### src/rtl/axis_tx_packer_pkg.sv
// Shared definitions for the compressed-output AXI4-Stream transmitter.
//   state_e    : packer FSM encoding (DONE is StIdle with done=1)
//   TKEEP_*    : byte-enable patterns for full and half beats
//   LANE_W     : width of one 16-bit word lane inside a 32-bit beat
//   BEAT_W     : FIFO entry width {tlast, tkeep, tdata}
//   pack_beat  : assembles a FIFO entry from two lanes and sideband bits
package axis_tx_packer_pkg;

  typedef enum logic [1:0] {
    StIdle  = 2'd0,
    StRun   = 2'd1,
    StFlush = 2'd2,
    StDrain = 2'd3
  } state_e;

  localparam logic [3:0]  TKEEP_FULL = 4'b1111;
  localparam logic [3:0]  TKEEP_HALF = 4'b0011;
  localparam int unsigned LANE_W     = 16;
  localparam int unsigned BEAT_W     = 2 * LANE_W + 4 + 1;

  function automatic logic [BEAT_W-1:0] pack_beat(input logic [LANE_W-1:0] hi,
                                                  input logic [LANE_W-1:0] lo,
                                                  input logic [3:0]        keep,
                                                  input logic              last);
    return {last, keep, hi, lo};
  endfunction

endpackage

### src/rtl/axis_tx_packer_beat_fifo.sv
// axis_beat_fifo: small show-ahead FIFO holding packed AXI beats.
//   clk, rst   : clock, asynchronous active-low reset
//   push       : write push_data (ignored when full unless a pop frees a slot)
//   push_data  : entry to write
//   pop        : remove head entry (ignored when empty)
//   head_data  : current head entry, valid whenever !empty
//   full/empty : occupancy flags from registered pointers
//   count      : number of entries held
module axis_beat_fifo #(
  parameter int unsigned WIDTH = 37,
  parameter int unsigned DEPTH = 4,
  parameter int unsigned AW    = 2
) (
  input  logic             clk,
  input  logic             rst,
  input  logic             push,
  input  logic [WIDTH-1:0] push_data,
  input  logic             pop,
  output logic [WIDTH-1:0] head_data,
  output logic             full,
  output logic             empty,
  output logic [AW:0]      count
);

  logic [WIDTH-1:0] mem_q [DEPTH];
  // Extra MSB on each pointer distinguishes full from empty when addresses match.
  logic [AW:0]      wr_ptr_q, rd_ptr_q;
  logic             do_push, do_pop;

  assign empty = (wr_ptr_q == rd_ptr_q);
  assign full  = (wr_ptr_q[AW] != rd_ptr_q[AW]) && (wr_ptr_q[AW-1:0] == rd_ptr_q[AW-1:0]);
  assign count = wr_ptr_q - rd_ptr_q;

  assign do_pop    = pop && !empty;
  assign do_push   = push && (!full || do_pop);
  assign head_data = mem_q[rd_ptr_q[AW-1:0]];

  always_ff @(posedge clk or negedge rst) begin
    if (!rst) begin
      wr_ptr_q <= '0;
      rd_ptr_q <= '0;
    end else begin
      if (do_push) wr_ptr_q <= wr_ptr_q + 1'b1;
      if (do_pop)  rd_ptr_q <= rd_ptr_q + 1'b1;
    end
  end

  // Storage needs no reset: entries are only observed between push and pop.
  always_ff @(posedge clk) begin
    if (do_push) mem_q[wr_ptr_q[AW-1:0]] <= push_data;
  end

endmodule

### src/rtl/axis_tx_packer.sv
// axis_tx_packer: packs 15-bit compressed words two per 32-bit AXI4-Stream beat.
//   clk, rst        : clock, asynchronous active-low reset
//   start           : begin a frame (honoured in IDLE/DONE only)
//   c_data/c_valid  : compressed word from the compressor
//   c_end           : compressor finished (level)
//   c_stop          : stall back to the compressor
//   m_axis_*        : AXI4-Stream master (tdata/tkeep/tlast/tvalid, tready in)
//   words_cnt       : words accepted this frame (saturating)
//   beats_cnt       : beats handed off this frame (saturating)
//   done            : frame fully transmitted, held until next start
//   now_state       : current FSM state
module axis_tx_packer
  import axis_tx_packer_pkg::*;
#(
  parameter int unsigned DATA_W     = 15,
  parameter int unsigned FIFO_DEPTH = 4,
  parameter int unsigned FIFO_AW    = 2,
  parameter int unsigned CNT_W      = 16
) (
  input  logic              clk,
  input  logic              rst,
  input  logic              start,
  input  logic [DATA_W-1:0] c_data,
  input  logic              c_valid,
  input  logic              c_end,
  output logic              c_stop,
  output logic [31:0]       m_axis_tdata,
  output logic [3:0]        m_axis_tkeep,
  output logic              m_axis_tlast,
  output logic              m_axis_tvalid,
  input  logic              m_axis_tready,
  output logic [CNT_W-1:0]  words_cnt,
  output logic [CNT_W-1:0]  beats_cnt,
  output logic              done,
  output logic [1:0]        now_state
);

  state_e             state_q, state_d;
  logic               done_q, done_d;
  logic [1:0]         pack_cnt_q, pack_cnt_d;
  logic [DATA_W-1:0]  lane0_q, lane0_d, lane1_q, lane1_d;
  logic [CNT_W-1:0]   words_q, words_d, beats_q, beats_d;

  logic               accept, pop;
  logic               push;
  logic [BEAT_W-1:0]  push_beat;
  logic [BEAT_W-1:0]  head_data;
  logic               fifo_full, fifo_empty;
  logic [FIFO_AW:0]   fifo_count;

  axis_beat_fifo #(
    .WIDTH (BEAT_W),
    .DEPTH (FIFO_DEPTH),
    .AW    (FIFO_AW)
  ) u_fifo (
    .clk       (clk),
    .rst       (rst),
    .push      (push),
    .push_data (push_beat),
    .pop       (pop),
    .head_data (head_data),
    .full      (fifo_full),
    .empty     (fifo_empty),
    .count     (fifo_count)
  );

  // Stall depends only on registered state so the compressor sees no
  // combinational loop through c_valid.
  assign c_stop = ((state_q == StRun) && (pack_cnt_q == 2'd2) && fifo_full) ||
                  (state_q == StFlush) || (state_q == StDrain);

  assign accept = (state_q == StRun) && c_valid && !c_stop;

  assign m_axis_tvalid = !fifo_empty;
  assign pop           = m_axis_tvalid && m_axis_tready;

  // Outputs are forced to zero while nothing is queued.
  always_comb begin
    if (fifo_empty) begin
      {m_axis_tlast, m_axis_tkeep, m_axis_tdata} = '0;
    end else begin
      {m_axis_tlast, m_axis_tkeep, m_axis_tdata} = head_data;
    end
  end

  always_comb begin
    state_d    = state_q;
    done_d     = done_q;
    pack_cnt_d = pack_cnt_q;
    lane0_d    = lane0_q;
    lane1_d    = lane1_q;
    words_d    = words_q;
    beats_d    = beats_q;
    push       = 1'b0;
    push_beat  = '0;

    if (accept && (words_q != '1)) words_d = words_q + 1'b1;
    if (pop && (beats_q != '1))    beats_d = beats_q + 1'b1;

    unique case (state_q)
      StIdle: begin
        if (start) begin
          state_d    = StRun;
          done_d     = 1'b0;
          pack_cnt_d = 2'd0;
          words_d    = '0;
          beats_d    = '0;
        end
      end

      StRun: begin
        if (accept) begin
          case (pack_cnt_q)
            2'd0: begin
              lane0_d    = c_data;
              pack_cnt_d = 2'd1;
            end
            2'd1: begin
              lane1_d    = c_data;
              pack_cnt_d = 2'd2;
            end
            default: begin
              // A third word proves the held pack is not the last one.
              push       = 1'b1;
              push_beat  = pack_beat(LANE_W'(lane1_q), LANE_W'(lane0_q), TKEEP_FULL, 1'b0);
              lane0_d    = c_data;
              pack_cnt_d = 2'd1;
            end
          endcase
        end
        // Never leave RUN while a valid word is still being held off.
        if (c_end && (accept || !c_valid)) state_d = StFlush;
      end

      StFlush: begin
        if (pack_cnt_q == 2'd0) begin
          state_d = StDrain;
        end else if (!fifo_full) begin
          push       = 1'b1;
          push_beat  = (pack_cnt_q == 2'd2) ?
                       pack_beat(LANE_W'(lane1_q), LANE_W'(lane0_q), TKEEP_FULL, 1'b1) :
                       pack_beat('0, LANE_W'(lane0_q), TKEEP_HALF, 1'b1);
          pack_cnt_d = 2'd0;
          state_d    = StDrain;
        end
      end

      StDrain: begin
        // Finish on the edge the last beat leaves the FIFO.
        if (fifo_empty || ((fifo_count == (FIFO_AW + 1)'(1)) && pop)) begin
          state_d = StIdle;
          done_d  = 1'b1;
        end
      end
    endcase
  end

  always_ff @(posedge clk or negedge rst) begin
    if (!rst) begin
      state_q    <= StIdle;
      done_q     <= 1'b0;
      pack_cnt_q <= 2'd0;
      lane0_q    <= '0;
      lane1_q    <= '0;
      words_q    <= '0;
      beats_q    <= '0;
    end else begin
      state_q    <= state_d;
      done_q     <= done_d;
      pack_cnt_q <= pack_cnt_d;
      lane0_q    <= lane0_d;
      lane1_q    <= lane1_d;
      words_q    <= words_d;
      beats_q    <= beats_d;
    end
  end

  assign words_cnt = words_q;
  assign beats_cnt = beats_q;
  assign done      = done_q;
  assign now_state = state_q;

endmodule
### config.mk
export PLATFORM = sky130hd
export DESIGN_NAME = axis_tx_packer
export DESIGN_NICKNAME = d
export VERILOG_FILES = /design/src/rtl/axis_tx_packer_pkg.sv /design/src/rtl/axis_tx_packer_beat_fifo.sv /design/src/rtl/axis_tx_packer.sv
export SDC_FILE = /design/constraint.sdc
export NUM_CORES = 1
export LEC_CHECK = 0
export CAP_MARGIN = 5
export CORE_MARGIN = 2
export CORE_UTILIZATION = 57
export CTS_CLUSTER_DIAMETER = 100
export CTS_CLUSTER_SIZE = 10
export DETAILED_ROUTE_END_ITERATION = 12
export GPL_TIMING_DRIVEN = 0
export PLACE_DENSITY = 0.84
export SLEW_MARGIN = 20
export SYNTH_ARGS = -nofsm -noshare
export SYNTH_HDL_FRONTEND = slang
export SYNTH_HIERARCHICAL = 1
export SYNTH_SLANG_ARGS = --single-unit
### constraint.sdc
create_clock -name clk -period 5.45 [get_ports clk]
set_input_delay 1.09 -clock clk [delete_from_list [all_inputs] [get_ports clk]]
set_output_delay 1.09 -clock clk [all_outputs]
set_load 0.03 [all_outputs]
# Word level (Yosys, flattened, before mapping)

Memory sizes are Yosys's and may differ from the RTL's.
Index checks and enable logic that the tools add are counted.
W data, S select, Z words.

Memories: 1
Bits of input ports: 21
Bits in writable memories: 148
Bits in registers: 73

Memory list:

| name         | depth | width | rd ports | clocked after memory_dff | wr ports | RTL line                       | text |
|---|---|---|---|---|---|---|---|
| u_fifo.mem_q | 4     | 37    | 1        | 0                        | 1        | axis_tx_packer_beat_fifo.sv:25 | `logic [WIDTH-1:0] mem_q [DEPTH];` |

Equal/unequal tests: 18
Add/subtract/negate cells: 5
Reduce and logical (&&, ||, !) cells: 31
Multiplexer cells: 37
Bitwise logic cells: 1

Operators by type and width:

| cell                    | number |
|---|---|
| $mux W36                | 3 |
| $mux W16                | 6 |
| $mux W37                | 2 |
| $pmux W37 S2            | 1 |
| $add A16 B1 Y16 const B | 2 |
| $mux W32                | 1 |
| $ne A16 B16 Y1 const B  | 2 |
| $mux W2                 | 10 |
| $logic_and A1 B1 Y1     | 12 |
| $mux W1                 | 9 |
| $reduce_and A3 Y1       | 3 |
| $ne A2 B2 Y1 const B    | 4 |
| $pmux W2 S4             | 1 |
| $add A3 B1 Y3 const B   | 2 |
| $eq A2 B2 Y1 const B    | 3 |
| $pmux W2 S3             | 1 |
| $logic_or A1 B1 Y1      | 5 |
| $reduce_and A5 Y1       | 1 |
| $eq A2 B1 Y1 const B    | 2 |
| $logic_not A1 Y1        | 4 |
| $logic_not A2 Y1        | 2 |
| $mux W4                 | 1 |
| $ne A2 B1 Y1 const B    | 2 |
| $pmux W1 S2             | 2 |
| other kinds (11)        | 11 |

# Logic depth before layout (Yosys ltp)

Gate-level depths: netlist (run 1).

Word-level depth: 12
Depth in mapped cells: 14

# By module

Netlist (run 1), hierarchy kept.

Modules (own cells, without submodules):

| module         | area an instance (um2) | times used | cells an instance |
|---|---|---|---|
| axis_beat_fifo | 5,786.8                | 1          | 239 |
| axis_tx_packer | 3,915.0                | 1          | 393 |

# Worst setup path before layout (run 1)

Ideal clock, no wire load.

Path type: reg-to-reg
Start: reg u_fifo.rd_ptr_q[1]
End: mem u_fifo.mem_q[3][0], enable pin
Data required time: 5,006 ps
Stages on the path, launching flop included: 14
Path slack: 622 ps
Setup time: 444 ps
Arrival: 4,385 ps
Cell sequence: dfrtp_1 > buf_2 > buf_2 > inv_1 > ha_1 > nand2_1 > nor2_1 > nor2b_1 > a21oi_1 > o32a_1 > clkbuf_1 > nor2b_1 > nand2_1 > a21oi_1

Word-level cells in the longest chain between the ends: 12

RTL lines:

| what                              | RTL line                       | text |
|---|---|---|
| start: declaration                | axis_tx_packer_beat_fifo.sv:27 | `logic [AW:0] wr_ptr_q, rd_ptr_q;` |
| start signal: assignment          | axis_tx_packer_beat_fifo.sv:44 | `if (do_pop) rd_ptr_q <= rd_ptr_q + 1'b1;` |
| $eq A2 B2 Y1 (*)                  | axis_tx_packer_beat_fifo.sv:31 | `assign full = (wr_ptr_q[AW] != rd_ptr_q[AW]) && (wr_ptr_q[AW-1:0] == rd_ptr_q[AW-1:0]);` |
| $logic_and A1 B1 Y1 (*)           | axis_tx_packer_beat_fifo.sv:31 |  |
| via fifo_full                     | axis_tx_packer.sv:48           | `logic fifo_full, fifo_empty;` |
| $logic_and A1 B1 Y1               | axis_tx_packer.sv:69           | `assign c_stop = ((state_q == StRun) && (pack_cnt_q == 2'd2) && fifo_full) \|\|` |
| $logic_or A1 B1 Y1                | axis_tx_packer.sv:69           |  |
| $logic_or A1 B1 Y1                | axis_tx_packer.sv:70           | `(state_q == StFlush) \|\| (state_q == StDrain);` |
| $logic_not A1 Y1                  | axis_tx_packer.sv:72           | `assign accept = (state_q == StRun) && c_valid && !c_stop;` |
| $logic_and A1 B1 Y1               | axis_tx_packer.sv:72           |  |
| $mux W1                           | axis_tx_packer.sv:112          | `if (accept) begin` |
| $pmux W1 S2 (*)                   | axis_tx_packer.sv:100          | `unique case (state_q)` |
| via push                          | axis_tx_packer.sv:45           | `logic push;` |
| $logic_and A1 B1 Y1 (*)           | axis_tx_packer_beat_fifo.sv:35 | `assign do_push = push && (!full \|\| do_pop);` |
| $mux W1 (*)                       | axis_tx_packer_beat_fifo.sv:50 | `if (do_push) mem_q[wr_ptr_q[AW-1:0]] <= push_data;` |
| $mux W1 (implied by the code) (*) | axis_tx_packer_beat_fifo.sv:50 |  |
| end: declaration                  | axis_tx_packer_beat_fifo.sv:25 |  |

Mark *: on every way through the listed nets, which the timed path passes. The rest lies on a longest branch.

# Final worst setup path (run 1)

Start: reg u_fifo.rd_ptr_q[1]
End: out m_axis_tdata[25]

Word-level cells in the longest chain between the ends: 2

RTL lines:

| what             | RTL line                       | text |
|---|---|---|
| $eq A3 B3 Y1     | axis_tx_packer_beat_fifo.sv:30 | `assign empty = (wr_ptr_q == rd_ptr_q);` |
| via fifo_empty   | axis_tx_packer.sv:48           |  |
| $mux W32         | axis_tx_packer.sv:79           | `if (fifo_empty) begin` |
| end: declaration | axis_tx_packer.sv:27           | `output logic [31:0] m_axis_tdata,` |

The timed path passes the listed nets, and every way through them passes these cells.

==> flow_summary_export.csv, run 1 <==
group,metric,value,unit
run_status,status,"finished clean",
synthesis,yosysTopAreaCellShare,45.8,%
clocking,cts_sinks,221,
sta,min_period_over_period,95.0,%
route,dr.pass1.iters,6,
route,vias,6191,
layout,fin_cells,1007,
clocking,htreeDepth,1,
hold_path,hold_class,"in -> async",
synthesis,ys_seq_elements,221,
power_and_ir_drop,p_leak,0.00447,µW
synthesis,synth_top_family_by_area,"multiplexers",
power_and_ir_drop,total_power,6340,µW
synthesis,yosys-mux-area-fraction,13.0,%
setup_path,critPathKind,"reg -> out",
layout,drive_gt1_share,17.4,%
global_routing,grt_start_max_net_pins,48,
synthesis,avgSynthCellArea,15.4,µm²
setup_path,critPathCaptureType,"output port",
run,cap_violations,0,
sta,drv_slew,0,
setup_path,arrival,4090,ps
clocking,clk_pin_slew,60,ps
placed_design,place_congestion,0.851,
clocking,cts_buffers,26,
setup_path,critPathMaxStageDelay,640,ps
sta,setup_slack,271,ps
route,routed_wirelength,22.4,mm
global_routing,gr-usage-all-layers,25.0,%
power_and_ir_drop,powerDensity,534,nW/µm²
placed_design,dp_slack,553,ps
global_routing,grt_pass1_vias,6279,
global_routing,antenna_found_initial,3,
synthesis,synth_adder_area_share,2.01,%
sta,rsz0062_at_grt,"false",
placed_design,dp_cells,959,
sta,relSlewSlack,32.1,%
route,routedWlPerCell,22.3,µm
layout,fillers,1042,
setup_path,cp_cell_sequence,"buf_2 -> buf_2 -> inv_1 -> ha_1 -> nand2_1 -> nor2b_1 -> clkbuf_2 -> clkbuf_1 -> nor2b_1 -> clkdlybuf4s50_1",
layout,final_cell_mix,"edfxtp_1, clkdlybuf4s50_1, dfrtp_1, nor2b_1, mux4_2",
layout,area_growth,22.4,%
global_routing,grt_pass1_wl,34.7,mm
synthesis,synth-simple-area-share,12.5,%
synthesis,synth_compound_area_share,5.43,%
clocking,hold_buffers,0,
synthesis,synthArstFlopShare,33.0,%
placed_design,dp.final_hpwl,14.8,mm
layout,nNetsFinal,803,
power_and_ir_drop,ir_drop,0.308,mV
clocking,cts_max_path_buffers,3,
floorplan,rows,47,
synthesis,yosys_warnings,6,
floorplan,die_x,134,µm
sta,fmax,193,MHz
global_routing,grt-ovfl-total,0,
sta,timing.final.hold_violations,0,
setup_path,critPathMaxFanout,11,
clocking,cts_root_buffer,"clkbuf_16",
floorplan,core,16600,µm²
sta,setup_tns,0,ps
setup_path,slowest_stage,"clkdlybuf4s50_1",
synthesis,synth_xor_area_share,0.438,%
floorplan,die_area,18100,µm²
synthesis,synth_seq_area_share,64.6,%
placed_design,port_buffers,94,
layout,layout_commonest_cell,"edfxtp_1",
synthesis,yosysTopAreaCell,"edfxtp_1",
route,postRouteAntennaNets,0,
setup_path,startpoint_type,"flop",
floorplan,die_h,134,µm
route,routed_via_density,6.15,
sta,worst_pin_slew,1010,ps
synthesis,netlist_instances,632,
synthesis,synth_edf_count,148,
sta,finClkSkew,23.9,ps
layout,fin_util,71.6,%
synthesis,ys_types,57,
floorplan,io_pins,95,
route,first_iter_violations,548,
setup_path,required,4360,ps
sta,layout_min_cycle_time,5180,ps
synthesis,synth-main-ff-cell,"edfxtp_1",
synthesis,netlist_top_cells_area,"edfxtp_1, dfrtp_1, mux4_2",
synthesis,netlist_area,9700,µm²
sta,setup_violations,0,
route,drcViolationCount,0,
clocking,cts_tree,"yes",
floorplan,initial_utilization,58.5,%
clocking,clk_latency,520,ps
## where the power goes
part           leakage, µW  switching, µW  internal, µW
clock network     0.000360            630           918
logic              0.00176           1500          1140
registers          0.00235            149          2010
total              0.00447           2270          4070
## cells by family after synthesis
kind of cell	after synthesis
flip-flops	221
AND/OR/NAND/NOR	193
AO/OA/AOI/OAI	80
multiplexers	75
buffers and inverters	43
adder cells (fa/ha/maj)	15
XOR/XNOR	4
other	1
## sequential cells by signal, summed over array words and instances (netlist names), 3 cells and up
signal	cells
beats_cnt	16
lane0_q	15
lane1_q	15
u_fifo/mem_q	148
u_fifo/rd_ptr_q	3
u_fifo/wr_ptr_q	3
words_cnt	16
## critical path: cells and delay by family (launching register included)
| family | cells | cell delay, ps |
|---|---|---|
| simple gates | 3 | 500 |
| flops | 1 | 460 |
| fa+ha+maj | 1 | 320 |
| buf+inv | 6 | 2280 |
## final cells by class
class,instances,area [µm²],area share (%)
antenna,1,2.50,0.0211
sequential,221,6270,52.8
clock inverter,1,8.76,0.0738
timing repair buffer,100,1100,9.23
inverter,15,56.3,0.474
buffer,28,135,1.14
multi-input combinational,375,3280,27.6
tap,220,275,2.32
clock buffer,46,747,6.29
## repair_timing
action / CTS / global route
endpoints found under the setup margin: 0 / 30
setup buffers: 0 / 0
resized for setup: 0 / 2
## final timing paths
check | start | endpoint | slack, ps | cells after the start
min in group clk | lane0_q[14] | lane0_q[14] | 500 | 1
max in group asynchronous | rst | lane0_q[5] | 4380 | 2
min | rst | words_cnt[11] | 490 | 1
max | u_fifo/rd_ptr_q[1] | m_axis_tdata[25] | 270 | 10
min reg2reg | lane0_q[14] | lane0_q[14] | 500 | 1
max reg2reg | u_fifo/rd_ptr_q[1] | u_fifo/mem_q[3][5] | 650 | 15
## Yosys cell counts, types with 14 or more instances
master / n
mux4_2: 37
a21oi_1: 29
nand2_1: 23
dfrtp_1: 73
and3b_1: 16
ha_1: 14
mux2_2: 33
and2_1: 16
or4_1: 15
nor2b_1: 42
nand3_1: 14
inv_1: 15
edfxtp_1: 148
o31ai_1: 14
## stage by stage
step	hold slack, ps	cell area [µm²]
floorplan	471	9730
global placement	482	10900
detailed placement	488	11100
CTS	500	11900
global route	505	11900
finish	494	11900
## per-layer routing
layer	part of all wire (%)	up-vias	GRT usage [%]	routed length [µm]
li1	-	2742	-	-
met1	39	3140	31.6	8670
met2	52	268	44.0	11700
met3	7.4	41	5.59	1660
met4	1.9	0	6.67	422
met5	0	-	0	0
Note: power is estimated with default switching activity, not from simulation.
==> run 2: changes to the inputs <==
--- a/config.mk
+++ b/config.mk
@@ -13,6 +13,7 @@
 export DETAILED_ROUTE_END_ITERATION = 12
 export GPL_TIMING_DRIVEN = 0
 export PLACE_DENSITY = 0.84
+export REMOVE_ABC_BUFFERS = 1
 export SLEW_MARGIN = 20
 export SYNTH_ARGS = -nofsm -noshare
 export SYNTH_HDL_FRONTEND = slang
==> run 2 against run 1 <==
Effect of this change: setup slack improved by 380 ps; cell area about the same; fmax increased by 7.9%; sequential share of layout area about the same; power decreased by 0.17%; clock skew about the same; register-to-register slack improved by 320 ps; utilization about the same; die area unchanged; first-iteration DRC count decreased by 31%; via count decreased by 2.2%; critical path type unchanged; critical endpoint is now c_stop.
==> flow_summary_export.csv, run 2 (synthesis results as in run 1) <==
group,metric,value,unit
setup_path,critPathMaxStageDelay,800,ps
clocking,clk_pin_slew,60,ps
sta,finClkSkew,23.8,ps
hold_path,holdPathEnd,"lane1_q[7]",
placed_design,dp.final_hpwl,12.7,mm
setup_path,critPathCaptureType,"output port",
global_routing,grt_pass1_wl,32.6,mm
sta,drv_slew,0,
floorplan,io_pins,95,
run_status,status,"finished clean",
sta,layout_min_cycle_time,4800,ps
sta,setup_violations,0,
setup_path,arrival,3710,ps
layout,area_growth,22.4,%
setup_path,rrSetupSlack,970,ps
power_and_ir_drop,p_sw,2230,µW
layout,fin_util,71.6,%
sta,relSlewSlack,41.5,%
route,postRouteAntennaNets,0,
global_routing,grtUsageMet1,30.3,%
global_routing,grtUsageMet2,39.9,%
global_routing,grt_util_met3,4.62,%
global_routing,antenna_found_initial,0,
floorplan,core,16600,µm²
clocking,htreeDepth,1,
setup_path,r2r-end,"u_fifo/mem_q[3][20]",
clocking,clk_latency,510,ps
layout,layout_commonest_cell,"edfxtp_1",
hold_path,min_from,"lane1_q[7]",
layout,fin_area,11900,µm²
floorplan,die_area,18100,µm²
layout,largest_register_ffs,148,
power_and_ir_drop,p_leak,0.00446,µW
setup_path,cp_cell_sequence,"inv_1 -> ha_1 -> nand2_1 -> nor2_1 -> and3b_1 -> nand2_1 -> nand2_1 -> clkdlybuf4s50_1",
clocking,cts_sinks,221,
setup_path,startpoint_type,"flop",
layout,nNetsFinal,780,
setup_path,crit_family,"simple AND/OR/NAND/NOR gates",
route,dr.pass1.iters,4,
floorplan,initial_utilization,58.5,%
hold_path,holdPathStages,1,
placed_design,place_congestion,0.843,
power_and_ir_drop,p_comb_share,40.4,%
sta,setup_tns,0,ps
setup_path,path_common_cell,"nand2_1",
sta,worst_pin_slew,875,ps
clocking,post-cts-setup-buffers,0,
global_routing,grt-ovfl-total,0,
global_routing,gr-usage-all-layers,23.1,%
setup_path,critPathMaxFanout,22,
sta,hold-worst-slack,500,ps
sta,fmax,208,MHz
layout,final_cell_mix,"edfxtp_1, clkdlybuf4s50_1, dfrtp_1, nor2b_1, mux4_2",
clocking,cts_tree,"yes",
clocking,cts_resized,0,
setup_path,critPathKind,"reg -> out",
route,routedWlPerCell,20.8,µm
hold_path,hold_class,"reg -> reg",
sta,rsz0062_at_grt,"false",
placed_design,port_buffers,94,
route,first_iter_violations,378,
power_and_ir_drop,p_clk_share,24.4,%
run,cap_violations,0,
power_and_ir_drop,powerDensity,533,nW/µm²
clocking,cts_root_buffer,"clkbuf_16",
global_routing,grt_start_max_net_pins,48,
setup_path,rr_worst_depth,12,
layout,drive_gt1_share,17.3,%
sta,min_period_over_period,88.1,%
setup_path,critPathBufInv,2,
layout,antenna_cells,0,
clocking,cts_buffers,26,
route,vias,6055,
placed_design,dpl_cell_area,11100,µm²
global_routing,grt.busiest_layer,"met2",
floorplan,die_x,134,µm
setup_path,required,4360,ps
sta,timing.final.hold_violations,0,
route,routed_via_density,6.15,
power_and_ir_drop,swShare,35.3,%
clocking,cts_max_path_buffers,3,
setup_path,rr_startpoint,"u_fifo/rd_ptr_q[1]",
clocking,hold_buffers,0,
power_and_ir_drop,ir_drop,0.350,mV
power_and_ir_drop,total_power,6330,µW
power_and_ir_drop,power.share.sequential,35.1,%
global_routing,grt_pass1_vias,6224,
floorplan,die_h,134,µm
route,routed_wirelength,20.5,mm
setup_path,slowest_stage,"dfrtp_2",
power_and_ir_drop,intPower,4100,µW
route,drcViolationCount,0,
floorplan,rows,47,
==> run 2: cell count changes in the layout (fill, tap and decap cells not counted), moves of 2 or more <==
cell | before | now
clkbuf_1 | 31 | 20
buf_4 | 5 | 1
buf_2 | 11 | 0
dfrtp_1 | 73 | 71
buf_12 | 1 | 3
==> run 2: worst max path at each step <==
stage,start,endpoint,slack (ps),cells after the start
floorplan,u_fifo/rd_ptr_q[0],u_fifo/mem_q[3][0],-240,9
global placement,u_fifo/rd_ptr_q[0],u_fifo/mem_q[3][16],-2810,9
detailed placement,c_valid,u_fifo/mem_q[3][20],620,9
CTS,u_fifo/rd_ptr_q[1],c_stop,640,8
global route,u_fifo/rd_ptr_q[1],c_stop,480,8
finish,u_fifo/rd_ptr_q[1],c_stop,650,8
==> run 2: power groups by stage <==
stage | Sequential [µW] | Clock [µW] | Combinational (µW)
2_1_floorplan | 2290 | 0 | 1510
3_3_place_gp | 2300 | 0 | 2350
3_5_place_dp | 2250 | 0 | 2560
4_1_cts | 2230 | 1570 | 2580
5_1_grt | 2250 | 1640 | 2730
6_report | 2220 | 1550 | 2560
==> run 2: metrics by stage <==
stage,setup slack (ps),cells
after global routing,478,984
final,650,984
after floorplan,-238,611
after global placement,-2810,925
after detailed placement,622,936
after CTS,636,984
==> run 2: layout make-up <==
| cell class | instances | area, µm² |
|---|---|---|
| fillers | 1036 | 4710 |
| flip-flops and latches | 221 | 6280 |
| clock inverters | 1 | 8.76 |
| repair buffers | 105 | 1190 |
| multi-input cells | 375 | 3320 |
| clock buffers | 47 | 751 |
| inverters | 15 | 56.3 |
| well taps | 220 | 275 |
==> run 2: layer usage <==
| metal | up-vias | part of all wire, % |
|---|---|---|
| met3 | 35 | 7.4 |
| met5 | - | 0 |
| met4 | 0 | 1.6 |
| met1 | 3080 | 40 |
| met2 | 251 | 51 |
| li1 | 2689 | - |
